$ cat src/rtl/arith_encoder_pkg.sv
// Shared widths, scheduler states and the buffered symbol tuple for the arithmetic encoder front end.
package arith_encoder_pkg;

  localparam int RANGE_W = 16;
  localparam int LOW_W   = 24;
  localparam int SYM_W   = 4;

  typedef enum logic [2:0] {
    ST_IDLE,
    ST_INIT,
    ST_RUN,
    ST_DRAIN,
    ST_DONE
  } state_t;

  typedef struct packed {
    logic [RANGE_W-1:0] fl;
    logic [RANGE_W-1:0] fh;
    logic [SYM_W-1:0]   symbol;
    logic [SYM_W:0]     nsyms;
    logic               last;
  } sym_tuple_t;

endpackage

$ cat src/rtl/arith_input_fifo.sv
// Registered tuple FIFO: a push is visible at the head one cycle later, no bypass.
// Pushes while full and pops while empty are ignored; extra pointer MSB tells full from empty.
module arith_input_fifo
  import arith_encoder_pkg::*;
#(
  parameter int DEPTH = 4
) (
  input  logic       clk,
  input  logic       rst_n,
  input  logic       i_push,
  input  sym_tuple_t i_push_dat,
  input  logic       i_pop,
  output sym_tuple_t o_pop_dat,
  output logic       o_full,
  output logic       o_empty
);

  localparam int AW = $clog2(DEPTH);

  sym_tuple_t     r_mem [DEPTH];
  logic [AW:0]    r_wr_ptr;
  logic [AW:0]    r_rd_ptr;
  logic           w_wr_en;
  logic           w_rd_en;

  assign o_empty   = (r_wr_ptr == r_rd_ptr);
  assign o_full    = (r_wr_ptr[AW] != r_rd_ptr[AW]) &&
                     (r_wr_ptr[AW-1:0] == r_rd_ptr[AW-1:0]);
  assign w_wr_en   = i_push && !o_full;
  assign w_rd_en   = i_pop && !o_empty;
  assign o_pop_dat = r_mem[r_rd_ptr[AW-1:0]];

  always_ff @(posedge clk) begin
    if (w_wr_en) r_mem[r_wr_ptr[AW-1:0]] <= i_push_dat;
  end

  always_ff @(posedge clk or negedge rst_n) begin
    if (!rst_n) begin
      r_wr_ptr <= '0;
      r_rd_ptr <= '0;
    end else begin
      if (w_wr_en) r_wr_ptr <= r_wr_ptr + (AW+1)'(1);
      if (w_rd_en) r_rd_ptr <= r_rd_ptr + (AW+1)'(1);
    end
  end

endmodule

$ cat src/rtl/arith_encoder_scheduler.sv
// Frame sequencer for the arithmetic encoder: buffers tuples, issues one per cycle, tags results.
// Issue lands on enc_* one cycle after pop; results return PIPE_LATENCY+1 cycles after enc_valid.
module arith_encoder_scheduler
  import arith_encoder_pkg::*;
#(
  parameter int RANGE_WIDTH  = RANGE_W,
  parameter int LOW_WIDTH    = LOW_W,
  parameter int SYMBOL_WIDTH = SYM_W,
  parameter int FIFO_DEPTH   = 4,
  parameter int PIPE_LATENCY = 2
) (
  input  logic                    general_clk,
  input  logic                    reset,
  input  logic                    frame_start,
  input  logic                    in_valid,
  output logic                    in_ready,
  input  logic [RANGE_WIDTH-1:0]  in_fl,
  input  logic [RANGE_WIDTH-1:0]  in_fh,
  input  logic [SYMBOL_WIDTH-1:0] in_symbol,
  input  logic [SYMBOL_WIDTH:0]   in_nsyms,
  input  logic                    in_last,
  output logic                    enc_init,
  output logic                    enc_valid,
  output logic [RANGE_WIDTH-1:0]  enc_fl,
  output logic [RANGE_WIDTH-1:0]  enc_fh,
  output logic [SYMBOL_WIDTH-1:0] enc_symbol,
  output logic [SYMBOL_WIDTH:0]   enc_nsyms,
  input  logic [RANGE_WIDTH-1:0]  enc_range,
  input  logic [LOW_WIDTH-1:0]    enc_low,
  output logic                    res_valid,
  output logic [RANGE_WIDTH-1:0]  res_range,
  output logic [LOW_WIDTH-1:0]    res_low,
  output logic                    res_last,
  output logic                    busy,
  output logic                    frame_done,
  output logic [15:0]             sym_count
);

  state_t                  r_state;
  state_t                  w_next;
  sym_tuple_t              w_push_dat;
  sym_tuple_t              w_pop_dat;
  sym_tuple_t              r_enc;
  logic                    w_fifo_full;
  logic                    w_fifo_empty;
  logic                    w_push;
  logic                    w_pop;
  logic                    r_last_acc;
  logic                    r_enc_vld;
  logic [15:0]             r_sym_cnt;
  logic [PIPE_LATENCY-1:0] r_tag_vld;
  logic [PIPE_LATENCY-1:0] r_tag_last;
  logic                    r_res_vld;
  logic                    r_res_last;
  logic [RANGE_WIDTH-1:0]  r_res_range;
  logic [LOW_WIDTH-1:0]    r_res_low;

  assign w_push_dat = '{fl: in_fl, fh: in_fh, symbol: in_symbol, nsyms: in_nsyms, last: in_last};
  // Once the frame's last tuple is in, upstream is held off until the next INIT.
  assign in_ready   = ((r_state == ST_INIT) || (r_state == ST_RUN)) && !w_fifo_full && !r_last_acc;
  assign w_push     = in_valid && in_ready;
  assign w_pop      = (r_state == ST_RUN) && !w_fifo_empty;

  arith_input_fifo #(.DEPTH(FIFO_DEPTH)) u_fifo (
    .clk        (general_clk),
    .rst_n      (reset),
    .i_push     (w_push),
    .i_push_dat (w_push_dat),
    .i_pop      (w_pop),
    .o_pop_dat  (w_pop_dat),
    .o_full     (w_fifo_full),
    .o_empty    (w_fifo_empty)
  );

  always_comb begin
    w_next = r_state;
    case (r_state)
      ST_IDLE:  if (frame_start) w_next = ST_INIT;
      ST_INIT:  w_next = ST_RUN;
      ST_RUN:   if (w_pop && w_pop_dat.last) w_next = ST_DRAIN;
      ST_DRAIN: if (r_res_vld && r_res_last) w_next = ST_DONE;
      ST_DONE:  w_next = ST_IDLE;
      default:  w_next = ST_IDLE;
    endcase
  end

  always_ff @(posedge general_clk or negedge reset) begin
    if (!reset) begin
      r_state    <= ST_IDLE;
      r_last_acc <= 1'b0;
      r_enc_vld  <= 1'b0;
      r_enc      <= '0;
      r_sym_cnt  <= '0;
    end else begin
      r_state   <= w_next;
      r_enc_vld <= w_pop;
      if (w_pop) r_enc <= w_pop_dat;
      if ((r_state == ST_IDLE) && frame_start) r_last_acc <= 1'b0;
      else if (w_push && in_last)              r_last_acc <= 1'b1;
      if (r_state == ST_INIT)                  r_sym_cnt <= '0;
      else if (w_pop && (r_sym_cnt != 16'hFFFF)) r_sym_cnt <= r_sym_cnt + 16'd1;
    end
  end

  // Tag pipe mirrors the encoder latency so the capture lines up with each issued symbol.
  always_ff @(posedge general_clk or negedge reset) begin
    if (!reset) begin
      r_tag_vld   <= '0;
      r_tag_last  <= '0;
      r_res_vld   <= 1'b0;
      r_res_last  <= 1'b0;
      r_res_range <= '0;
      r_res_low   <= '0;
    end else begin
      r_tag_vld[0]  <= r_enc_vld;
      r_tag_last[0] <= r_enc_vld && r_enc.last;
      for (int i = 1; i < PIPE_LATENCY; i++) begin
        r_tag_vld[i]  <= r_tag_vld[i-1];
        r_tag_last[i] <= r_tag_last[i-1];
      end
      r_res_vld  <= r_tag_vld[PIPE_LATENCY-1];
      r_res_last <= r_tag_vld[PIPE_LATENCY-1] && r_tag_last[PIPE_LATENCY-1];
      if (r_tag_vld[PIPE_LATENCY-1]) begin
        r_res_range <= enc_range;
        r_res_low   <= enc_low;
      end
    end
  end

  assign enc_init   = (r_state == ST_INIT);
  assign enc_valid  = r_enc_vld;
  assign enc_fl     = r_enc.fl;
  assign enc_fh     = r_enc.fh;
  assign enc_symbol = r_enc.symbol;
  assign enc_nsyms  = r_enc.nsyms;
  assign res_valid  = r_res_vld;
  assign res_range  = r_res_range;
  assign res_low    = r_res_low;
  assign res_last   = r_res_last;
  assign busy       = (r_state != ST_IDLE);
  assign frame_done = (r_state == ST_DONE);
  assign sym_count  = r_sym_cnt;

endmodule
$ cat config.mk
export PLATFORM = sky130hd
export DESIGN_NAME = arith_encoder_scheduler
export DESIGN_NICKNAME = d
export VERILOG_FILES = /design/src/rtl/arith_encoder_pkg.sv /design/src/rtl/arith_input_fifo.sv /design/src/rtl/arith_encoder_scheduler.sv
export SDC_FILE = /design/constraint.sdc
export NUM_CORES = 1
export LEC_CHECK = 0
export ABC_AREA = 1
export CAP_MARGIN = 10
export CORE_UTILIZATION = 57
export CTS_CLUSTER_SIZE = 14
export DETAILED_ROUTE_END_ITERATION = 8
export DONT_BUFFER_PORTS = 1
export GPL_TIMING_DRIVEN = 0
export PLACE_DENSITY_LB_ADDON = 0.25
export REMOVE_ABC_BUFFERS = 1
export SYNTH_ARGS = -nofsm -noshare
export SYNTH_HDL_FRONTEND = slang
export SYNTH_HIERARCHICAL = 1
export SYNTH_SLANG_ARGS = --single-unit
$ cat constraint.sdc
create_clock -name general_clk -period 3.4 [get_ports general_clk]
set_input_delay 0.34 -clock general_clk [delete_from_list [all_inputs] [get_ports general_clk]]
set_output_delay 0.34 -clock general_clk [all_outputs]
set_load 0.02 [all_outputs]
Word-level counts from Yosys, hierarchy flattened. Memory sizes are Yosys's and may differ from the RTL's. Cells that the tools add are included.

Register bits: 115. Memory bits (writable): 168. Memories: 1. Word-level logic and storage cells: 65.

Memories: u_fifo.r_mem (depth 4, width 42, rd ports 1, clocked after Yosys merged registers in 0, wr ports 1, RTL line arith_input_fifo.sv:20) `sym_tuple_t r_mem [DEPTH];`.

Add/subtract/negate cells: 3. Reduce and logical (&&, ||, !) cells: 23. Multiplexer cells: 10. Eq/ne operators: 11.

Operator list (count): 2-to-1 mux 16 bit (2); adder 16 x 1 -> 16 bit, second input constant (1); != test 16 bit, second input constant (1); logical AND 1 bit (14); case mux 3 bit (4 select lines) (1); 2-to-1 mux 3 bit (3); adder 3 x 1 -> 3 bit, second input constant (2); equality test 3 x 2 -> 1 bit, second input constant (2); 2-to-1 mux 1 bit (4); != test 2 bit, second input constant (2); nonzero test 2 bit (2); equality test 3 x 1 -> 1 bit, second input constant (1); equality test 3 bit (1); equality test 3 bit, second input constant (1); logical NOT 1 bit (3); logical NOT 3 bit (1); AND reduction 3 bit (1); nonzero test 3 bit (1); equality test 2 bit (1); != test 2 x 1 -> 1 bit, second input constant (1); logical OR 1 bit (1); != test 1 bit (1).

Longest topological paths before layout. Gate-level depths: netlist (run 1).

Depth after elaboration: 9. Mapped depth: 13.

Cells and area by module. Netlist (run 1), hierarchy kept.

By module, submodules not included: arith_input_fifo (area an instance 6621.4 µm², cells each 467, times used 1); arith_encoder_scheduler (area an instance 4857.2 µm², cells each 497, times used 1).

Least setup slack after synthesis (run 1). Ideal clock, no wire load.

Path kind: register to register. Start: reg u_fifo.r_rd_ptr[1]. End: mem u_fifo/r_mem[0][0] in the netlist's numbering, enable pin. Setup time: 441 ps. Cell stages (with the launch flop): 11. Data required time: 2959 ps. Path slack: -35 ps. Data arrival time: 2994 ps. Cell sequence: dfrtp_1 buf_6 inv_2 nand2_1 nand2_1 nand3_2 inv_1 nor2_1 and3_1 nand2_2 nor2_1.

Longest elaborated chain between the ends: 9.

Ends and longest elaborated chain: start: declaration (RTL line arith_input_fifo.sv:22) `logic [AW:0] r_rd_ptr;`; start signal: assignment (RTL line arith_input_fifo.sv:43) `if (w_rd_en) r_rd_ptr <= r_rd_ptr + (AW+1)'(1);`; equality test 2 bit (RTL line arith_input_fifo.sv:28) `(r_wr_ptr[AW-1:0] == r_rd_ptr[AW-1:0]);`; logical AND 1 bit (RTL line arith_input_fifo.sv:27) `assign o_full = (r_wr_ptr[AW] != r_rd_ptr[AW]) &&`; via w_fifo_full (RTL line arith_encoder_scheduler.sv:44) `logic w_fifo_full;`; logical NOT 1 bit (RTL line arith_encoder_scheduler.sv:60) `assign in_ready = ((r_state == ST_INIT) || (r_state == ST_RUN)) && !w_fifo_full && !r_last_acc;`; logical AND 1 bit (2 in a row) (RTL line arith_encoder_scheduler.sv:60); logical AND 1 bit (RTL line arith_encoder_scheduler.sv:61) `assign w_push = in_valid && in_ready;`; via w_push (RTL line arith_encoder_scheduler.sv:46) `logic w_push;`; logical AND 1 bit (RTL line arith_input_fifo.sv:29) `assign w_wr_en = i_push && !o_full;`; 2-to-1 mux 1 bit (RTL line arith_input_fifo.sv:34) `if (w_wr_en) r_mem[r_wr_ptr[AW-1:0]] <= i_push_dat;`; 2-to-1 mux 1 bit (implied by the code) (RTL line arith_input_fifo.sv:34); end: declaration (RTL line arith_input_fifo.sv:20).

The timed path passes the listed nets, and every way through them passes these cells.

Worst setup path in the final report (run 1).
Start: reg u_fifo.r_rd_ptr[1]. End: out in_ready.

Longest elaborated chain between the ends: 5.

Ends and longest elaborated chain: equality test 2 bit (RTL line arith_input_fifo.sv:28); logical AND 1 bit (RTL line arith_input_fifo.sv:27); via w_fifo_full (RTL line arith_encoder_scheduler.sv:44); logical NOT 1 bit (RTL line arith_encoder_scheduler.sv:60); logical AND 1 bit (2 in a row) (RTL line arith_encoder_scheduler.sv:60); end: declaration (RTL line arith_encoder_scheduler.sv:16) `output logic in_ready,`.

The timed path passes the listed nets, and every way through them passes these cells.

==> results of run 1 <==
-- metal layers --
| layer | track usage (%) | part of all wire (%) | vias to the layer above |
|---|---|---|---|
| met5 | 0 | 0.052 | - |
| met4 | 6.83 | 2.0 | 2 |
| met3 | 5.26 | 7.8 | 41 |
| met2 | 41.3 | 49 | 262 |
| met1 | 29.8 | 41 | 3467 |
| li1 | - | - | 3379 |
-- cells by family after synthesis --
logic type,count (synthesis)
xor+xnor,4
mux,40
buf+inv,122
compound gates,140
simple gates,369
fa+ha+maj,6
flops,283
-- worst max-delay path, stage by stage (launching register included) --
cell	delay, ns
dfrtp_4	0.66
inv_4	0.28
nand2_1	0.13
nand2_1	0.09
nand3_2	0.15
inv_1	0.05
nor2_1	0.11
a21boi_0	0.80
-- cell usage in the layout (no fill, tap or decap), drive strengths merged --
master | Yosys | routed
dfrtp | 115 | 115
mux2 | 40 | 40
clkinv | 0 | 5
diode | 0 | 2
o21ai | 91 | 91
xor2 | 3 | 3
and3 | 2 | 2
xnor2 | 1 | 1
buf | 69 | 11
nand2 | 211 | 211
nor2 | 114 | 115
o21a | 1 | 1
inv | 38 | 39
dlygate4sd3 | 0 | 84
nand3 | 29 | 29
nand4 | 10 | 10
o21bai | 2 | 2
clkinvlp | 0 | 2
bufinv | 0 | 2
a21boi | 1 | 1
clkbuf | 15 | 42
nor3 | 3 | 3
a21oi | 2 | 2
o211ai | 1 | 1
edfxtp | 168 | 168
o22ai | 42 | 42
ha | 6 | 6
-- sequential cells by signal, indices dropped and copies added, names as in the netlist --
signal / cells
enc_nsyms: 5
enc_symbol: 4
r_state: 3
res_valid: 1
u_fifo/r_wr_ptr: 3
u_fifo/r_rd_ptr: 3
enc_fl: 16
enc_valid: 1
res_low: 24
enc_fh: 16
r_tag_vld: 2
u_fifo/r_mem: 168
sym_count: 16
r_tag_last: 2
res_range: 16
res_last: 1
r_enc: 1
r_last_acc: 1
-- synthesized netlist by cell type --
master	n	area, um2
o22ai_1	42	263
clkbuf_1	15	56.3
edfxtp_1	168	5040
xor2_1	3	26.3
buf_6	5	56.3
a21oi_1	2	10.0
mux2_2	40	450
o21bai_1	2	15.0
buf_1	1	3.75
inv_2	3	11.3
inv_4	1	6.26
buf_2	20	100
nand2_2	4	25.0
a21boi_0	1	7.51
o21ai_0	83	415
xnor2_1	1	8.76
nand2_1	207	777
nor3_1	3	15.0
o21ai_1	8	40.0
nand3_1	27	135
and3_1	2	12.5
o211ai_1	1	7.51
inv_1	34	128
o21a_1	1	7.51
nor2_1	107	402
ha_1	6	75.1
nand3_2	2	20.0
nor2_4	5	56.3
nor2_8	2	40.0
buf_4	43	323
dfrtp_1	115	2880
nand4_1	10	62.6
-- power by group through the flow --
stage | sequential [W] | combinational, W | clock, W
2_1_floorplan | 0.00372 | 0.00000163 | 0
3_3_place_gp | 0.00372 | 0.00000179 | 0
3_5_place_dp | 0.00372 | 0.00000191 | 0
4_1_cts | 0.00365 | 0.000134 | 0.00319
5_1_grt | 0.00364 | 0.000146 | 0.00331
6_report | 0.00365 | 0.000134 | 0.00313
-- stage by stage --
step | instances | hold slack [ns] | instance area, um2 | power [W]
2_1_floorplan | 880 | 0.0444 | 10900 | 0.00372
3_3_place_gp | 1145 | 0.0466 | 11300 | 0.00372
3_5_place_dp | 1150 | 0.0469 | 11400 | 0.00372
4_1_cts | 1288 | 0.0761 | 13200 | 0.00697
5_1_grt | 1295 | 0.104 | 13300 | 0.00710
6_report | 1295 | 0.0981 | 13300 | 0.00691
-- cell type report --
cell class,instances,share of cell area [%]
Multi-Input combinational cell,560,21.8
Clock inverter,10,0.873
Sequential cell,283,59.5
Clock buffer,42,6.33
Inverter,38,1.11
Timing Repair Buffer,95,7.88
Antenna cell,2,0.0375
Tap cell,265,2.49
-- path summary, 6_finish.rpt --
check / cells after the start / end / slack [ns]
min in group asynchronous: 2 / enc_fl[3]$_DFFE_PN0P_ / 0.48
setup / recovery: 7 / in_ready / 0.24
hold / removal: 3 / r_state[1]$_DFFE_PN0P_ / 0.1
max in group asynchronous: 2 / u_fifo/r_rd_ptr[0]$_DFFE_PN0P_ / 2.45
hold reg to reg: 0 / r_tag_last[1]$_DFF_PN0_ / 0.35
setup reg to reg: 10 / u_fifo/r_mem[2][0]$_DFFE_PP_ / 0.27
-- repair_timing --
action | in CTS | in global routing
endpoints found under the setup margin | 219 | 85
pin swaps | 1 | 0
gates cloned | 1 | 0
hold endpoints to repair | 324 | 0
resized for setup | 2 | 0
hold buffers | 85 | 0
setup buffers | 0 | 5
==> impl_metrics.tcl, run 1 <==
set metrics [dict create \
    run_status "complete, no violations" \
    ys_warn_count 6 \
    cts_tree "done" \
    final_layout_size_suffix_gt1_share_pct 11.6 \
    setup-tns-final_ns 0 \
    crit_type "reg2out" \
    wl_per_cell_um 19.3 \
    p_per_area_mw_per_mm2 518 \
    vias 7151 \
    fillers 1394 \
    swShare_pct 19.1 \
    skew_ns 0.0197 \
    post-dp-hpwl_um 13200 \
    synth-seq-area-share_pct 69.0 \
    wirelength_um 25000 \
    power_switching_w 0.00132 \
    multiInputGateArea_mm2 0.00291 \
    start_util_pct 58.6 \
    viasPerCell 5.52 \
    worstSkewPairLatency_ns 0.54 \
    dieWidth_um 144 \
    peakVddDrop_mv 0.442 \
    place_congestion 0.859 \
    hold_viol 0 \
    p_clk_share_pct 45.3 \
    fin_crit_ns 3.16 \
    synth_top_family_by_area "simple AND/OR/NAND/NOR gates" \
    grt_pass1_vias 7105 \
    crit_arrival_ns 2.82 \
    hp-start "frame_start" \
    first_pass_iters 7 \
    startpoint_type "flip-flop" \
    internal_power_w 0.00558 \
    yosys.area_share.simple_pct 13.5 \
    yosys-mux-area-fraction_pct 3.92 \
    clkTransAtPathRegs_ns 0.06 \
    tightest_slew_ns 0.993 \
    syn_area_mm2 0.0115 \
    ant_nets 0 \
    worst_slack_ns 0.240 \
    min_path_type "in2reg" \
    coreArea_mm2 0.0196 \
    final.period_utilization_pct 92.9 \
    num_rows 51 \
    seqPwrFrac_pct 52.8 \
    synth_xor_area_share_pct 0.305 \
    setup_violations 0 \
    grt_max_degree 116 \
    reg2reg_from "u_fifo/r_rd_ptr[1]$_DFFE_PN0P_" \
    fin_util_pct 68.1 \
    synth_compound_area_share_pct 6.67 \
    rsz0062_at_grt "false" \
    worstPathRequired_ns 3.06 \
    drt-initial-drc-count 363 \
    grt.total_usage_pct 23.8 \
    cap_violations 0 \
    num_io_pins 190 \
    post-route-drc-count 0 \
    maxSlewHeadroom_pct 33.2 \
    critPathLaunch "u_fifo/r_rd_ptr[1]$_DFFE_PN0P_" \
    grt_pass1_wl_um 37300 \
    leakage_nw 5.55 \
    syn_avg_cell_area_um2 11.9 \
    die-area_mm2 0.0207 \
    synth.distinct_cells 32 \
    seqCellArea_mm2 0.00793 \
    cp-end-kind "output pin" \
    fin_nets 1098 \
    ys_seq_elements 283 \
    report.final.slew_viol_count 0 \
    power_frac_comb_pct 1.9 \
    syn_to_final_growth_pct 16.2 \
    clock-sinks 283 \
    dpl_worst_slack_ns -0.636 \
    netlist_instances 964 \
    cts_buffer_depth 3 \
    max_freq_ghz 0.316 \
    htreeDepth 1 \
    synthAdderAreaFrac_pct 0.654 \
    cts-root-buf "clkbuf_16" \
    overflow 0 \
    antenna_found_initial 3 \
    portBuffers 0 \
    worstPathMaxFanout 43 \
    cts_buffers 28 \
    die_h_um 144 \
]
Power figures use the tool's default switching activity.
==> run 2: changes to the inputs <==
Settings changed: CTS_CLUSTER_DIAMETER set to 150.
==> run 2 against run 1 <==
Effect of this change:
- combinational power barely moved
- cell count shrank 0.85%
- maximum frequency is 0.37% higher
- via count rose by 0.14%
- utilization fell by 1.4 points
- clock power fell by 20%
- sequential cell count stayed put
- critical path type unchanged
- clock skew fell by 0.0024 ns
- wire length increased by 0.43%
- total power is 9.0% lower
- critical endpoint unchanged
- non-clock buffer count is the same
- global-route usage hardly changed
==> impl_metrics.tcl, run 2 (same netlist as run 1, synthesis figures left out) <==
set metrics [dict create \
    run_status "complete, no violations" \
    fin_crit_ns 3.15 \
    worst-path-stages 7 \
    critPathMaxStageDelay_ns 0.79 \
    grt.total_usage_pct 23.8 \
    setup-tns-final_ns 0 \
    holdWs_ns 0.117 \
    max_freq_ghz 0.318 \
    fillers 1414 \
    vias 7161 \
    worstSkewPairLatency_ns 0.53 \
    p_total_w 0.00629 \
    peakVddDrop_mv 0.554 \
    num_io_pins 190 \
    maxSlewHeadroom_pct 33.9 \
    p_per_area_mw_per_mm2 481 \
    wl_per_cell_um 19.5 \
    worstPathRequired_ns 3.06 \
    rr_worst_depth 10 \
    tightest_slew_ns 0.983 \
    final_cell_mix "nand2_1 (207), edfxtp_1 (168), dfrtp_1 (112)" \
    grt_pass1_vias 7004 \
    viasPerCell 5.58 \
    cp_top_family "compound AO/OA/AOI/OAI gates" \
    post-route-drc-count 0 \
    start_util_pct 58.6 \
    cts_tree "done" \
    cts_buffers 24 \
    ant_nets 0 \
    post-dp-hpwl_um 13200 \
    hold_depth 3 \
    crit_arrival_ns 2.81 \
    drt-initial-drc-count 399 \
    die_h_um 144 \
    startpoint_type "flip-flop" \
    hold_viol 0 \
    wirelength_um 25100 \
    cpMaxStageDelayCell "a21boi_0" \
    crit_type "reg2out" \
    cp-end-kind "output pin" \
    clkTransAtPathRegs_ns 0.07 \
    layout_commonest_cell "nand2_1" \
    fin_nets 1094 \
    largest_reg_flops 168 \
    coreArea_mm2 0.0196 \
    crit_top_cell "nand2_1" \
    overflow 0 \
    portBuffers 0 \
    cts_buffer_depth 3 \
    place_congestion 0.859 \
    worst_slack_ns 0.251 \
    worst-path-buf-inv 2 \
    first_pass_iters 7 \
    min_path_type "in2reg" \
    path_cells "inv_4, nand2_1, nand2_1, nand3_2, inv_1, nor2_1, a21boi_0" \
    grt_pass1_wl_um 37100 \
    num_rows 51 \
    antenna_found_initial 2 \
    rsz0062_at_grt "false" \
    final_layout_size_suffix_gt1_share_pct 10.0 \
    grt_max_degree 116 \
    report.final.slew_viol_count 0 \
    clock-sinks 283 \
    syn_to_final_growth_pct 13.8 \
    die-area_mm2 0.0207 \
    cap_violations 0 \
    final.period_utilization_pct 92.6 \
    dpl_worst_slack_ns -0.636 \
    worstPathMaxFanout 43 \
    cts-root-buf "clkbuf_16" \
    dieWidth_um 144 \
    setup_violations 0 \
    fin_util_pct 66.7 \
    skew_ns 0.0173 \
    htreeDepth 1 \
    leakage_nw 5.42 \
]
[run 2: cell count changes in the layout (fill, tap and decap cells not counted)]
cell / previous run / this run
clkbuf_1: 6 / 16
clkbuf_8: 7 / 0
clkbuf_16: 29 / 24
clkinv_1: 3 / 0
bufinv_16: 2 / 0
clkinvlp_4: 2 / 0
clkinv_2: 1 / 0
clkinv_8: 1 / 2
diode_2: 2 / 1
inv_6: 1 / 0
[run 2: layer usage]
layer	wire length (um)	GRT usage, %
met1	10200	29.8
met2	12200	41.1
met3	2090	5.10
met4	566	7.67
met5	16	0
[run 2: tightest hold or removal path: stages]
cell	delay (ns)
inv_1	0.04
nand3_1	0.11
o21a_1	0.12
[run 2: final timing paths]
check	slack (ns)	start	endpoint
min reg2reg	0.35	r_tag_vld[0]$_DFF_PN0_	r_tag_vld[1]$_DFF_PN0_
min	0.12	frame_start	r_state[1]$_DFFE_PN0P_
min in group asynchronous	0.48	reset	u_fifo/r_wr_ptr[1]$_DFFE_PN0P_
max	0.25	u_fifo/r_rd_ptr[1]$_DFFE_PN0P_	in_ready
max reg2reg	0.26	u_fifo/r_rd_ptr[1]$_DFFE_PN0P_	u_fifo/r_mem[2][0]$_DFFE_PP_
max in group asynchronous	2.44	reset	u_fifo/r_rd_ptr[0]$_DFFE_PN0P_
[run 2: what timing repair did]
item / CTS / global route
setup endpoints to repair: 219 / 86
gates resized for setup: 2 / 0
pin swaps: 1 / 0
gates cloned: 1 / 0
hold buffers: 85 / 0
endpoints found under the hold margin: 324 / 0
setup buffers: 0 / 5
[run 2: through the flow]
stage	instances	cell area [um2]
CTS	1278	13000
global route	1284	13100
global placement	1145	11300
floorplan	880	10900
detailed placement	1150	11400
finish	1284	13100
[run 2: final cells by class]
type                    count  area, um2  share of cell area, %
diodes                      1       2.50                 0.0192
well taps                 265        332                   2.54
multi-input cells         560       2910                   22.2
clock inverters             2       32.5                  0.249
clock buffers              40        661                   5.06
flip-flops and latches    283       7930                   60.7
inverters                  38        148                   1.13
repair buffers             95       1050                   8.05
[run 2: power by group]
group          switching, W  internal (W)
sequential      0.000000271       0.00364
clock               0.00118       0.00133
combinational     0.0000644     0.0000694
total               0.00124       0.00504
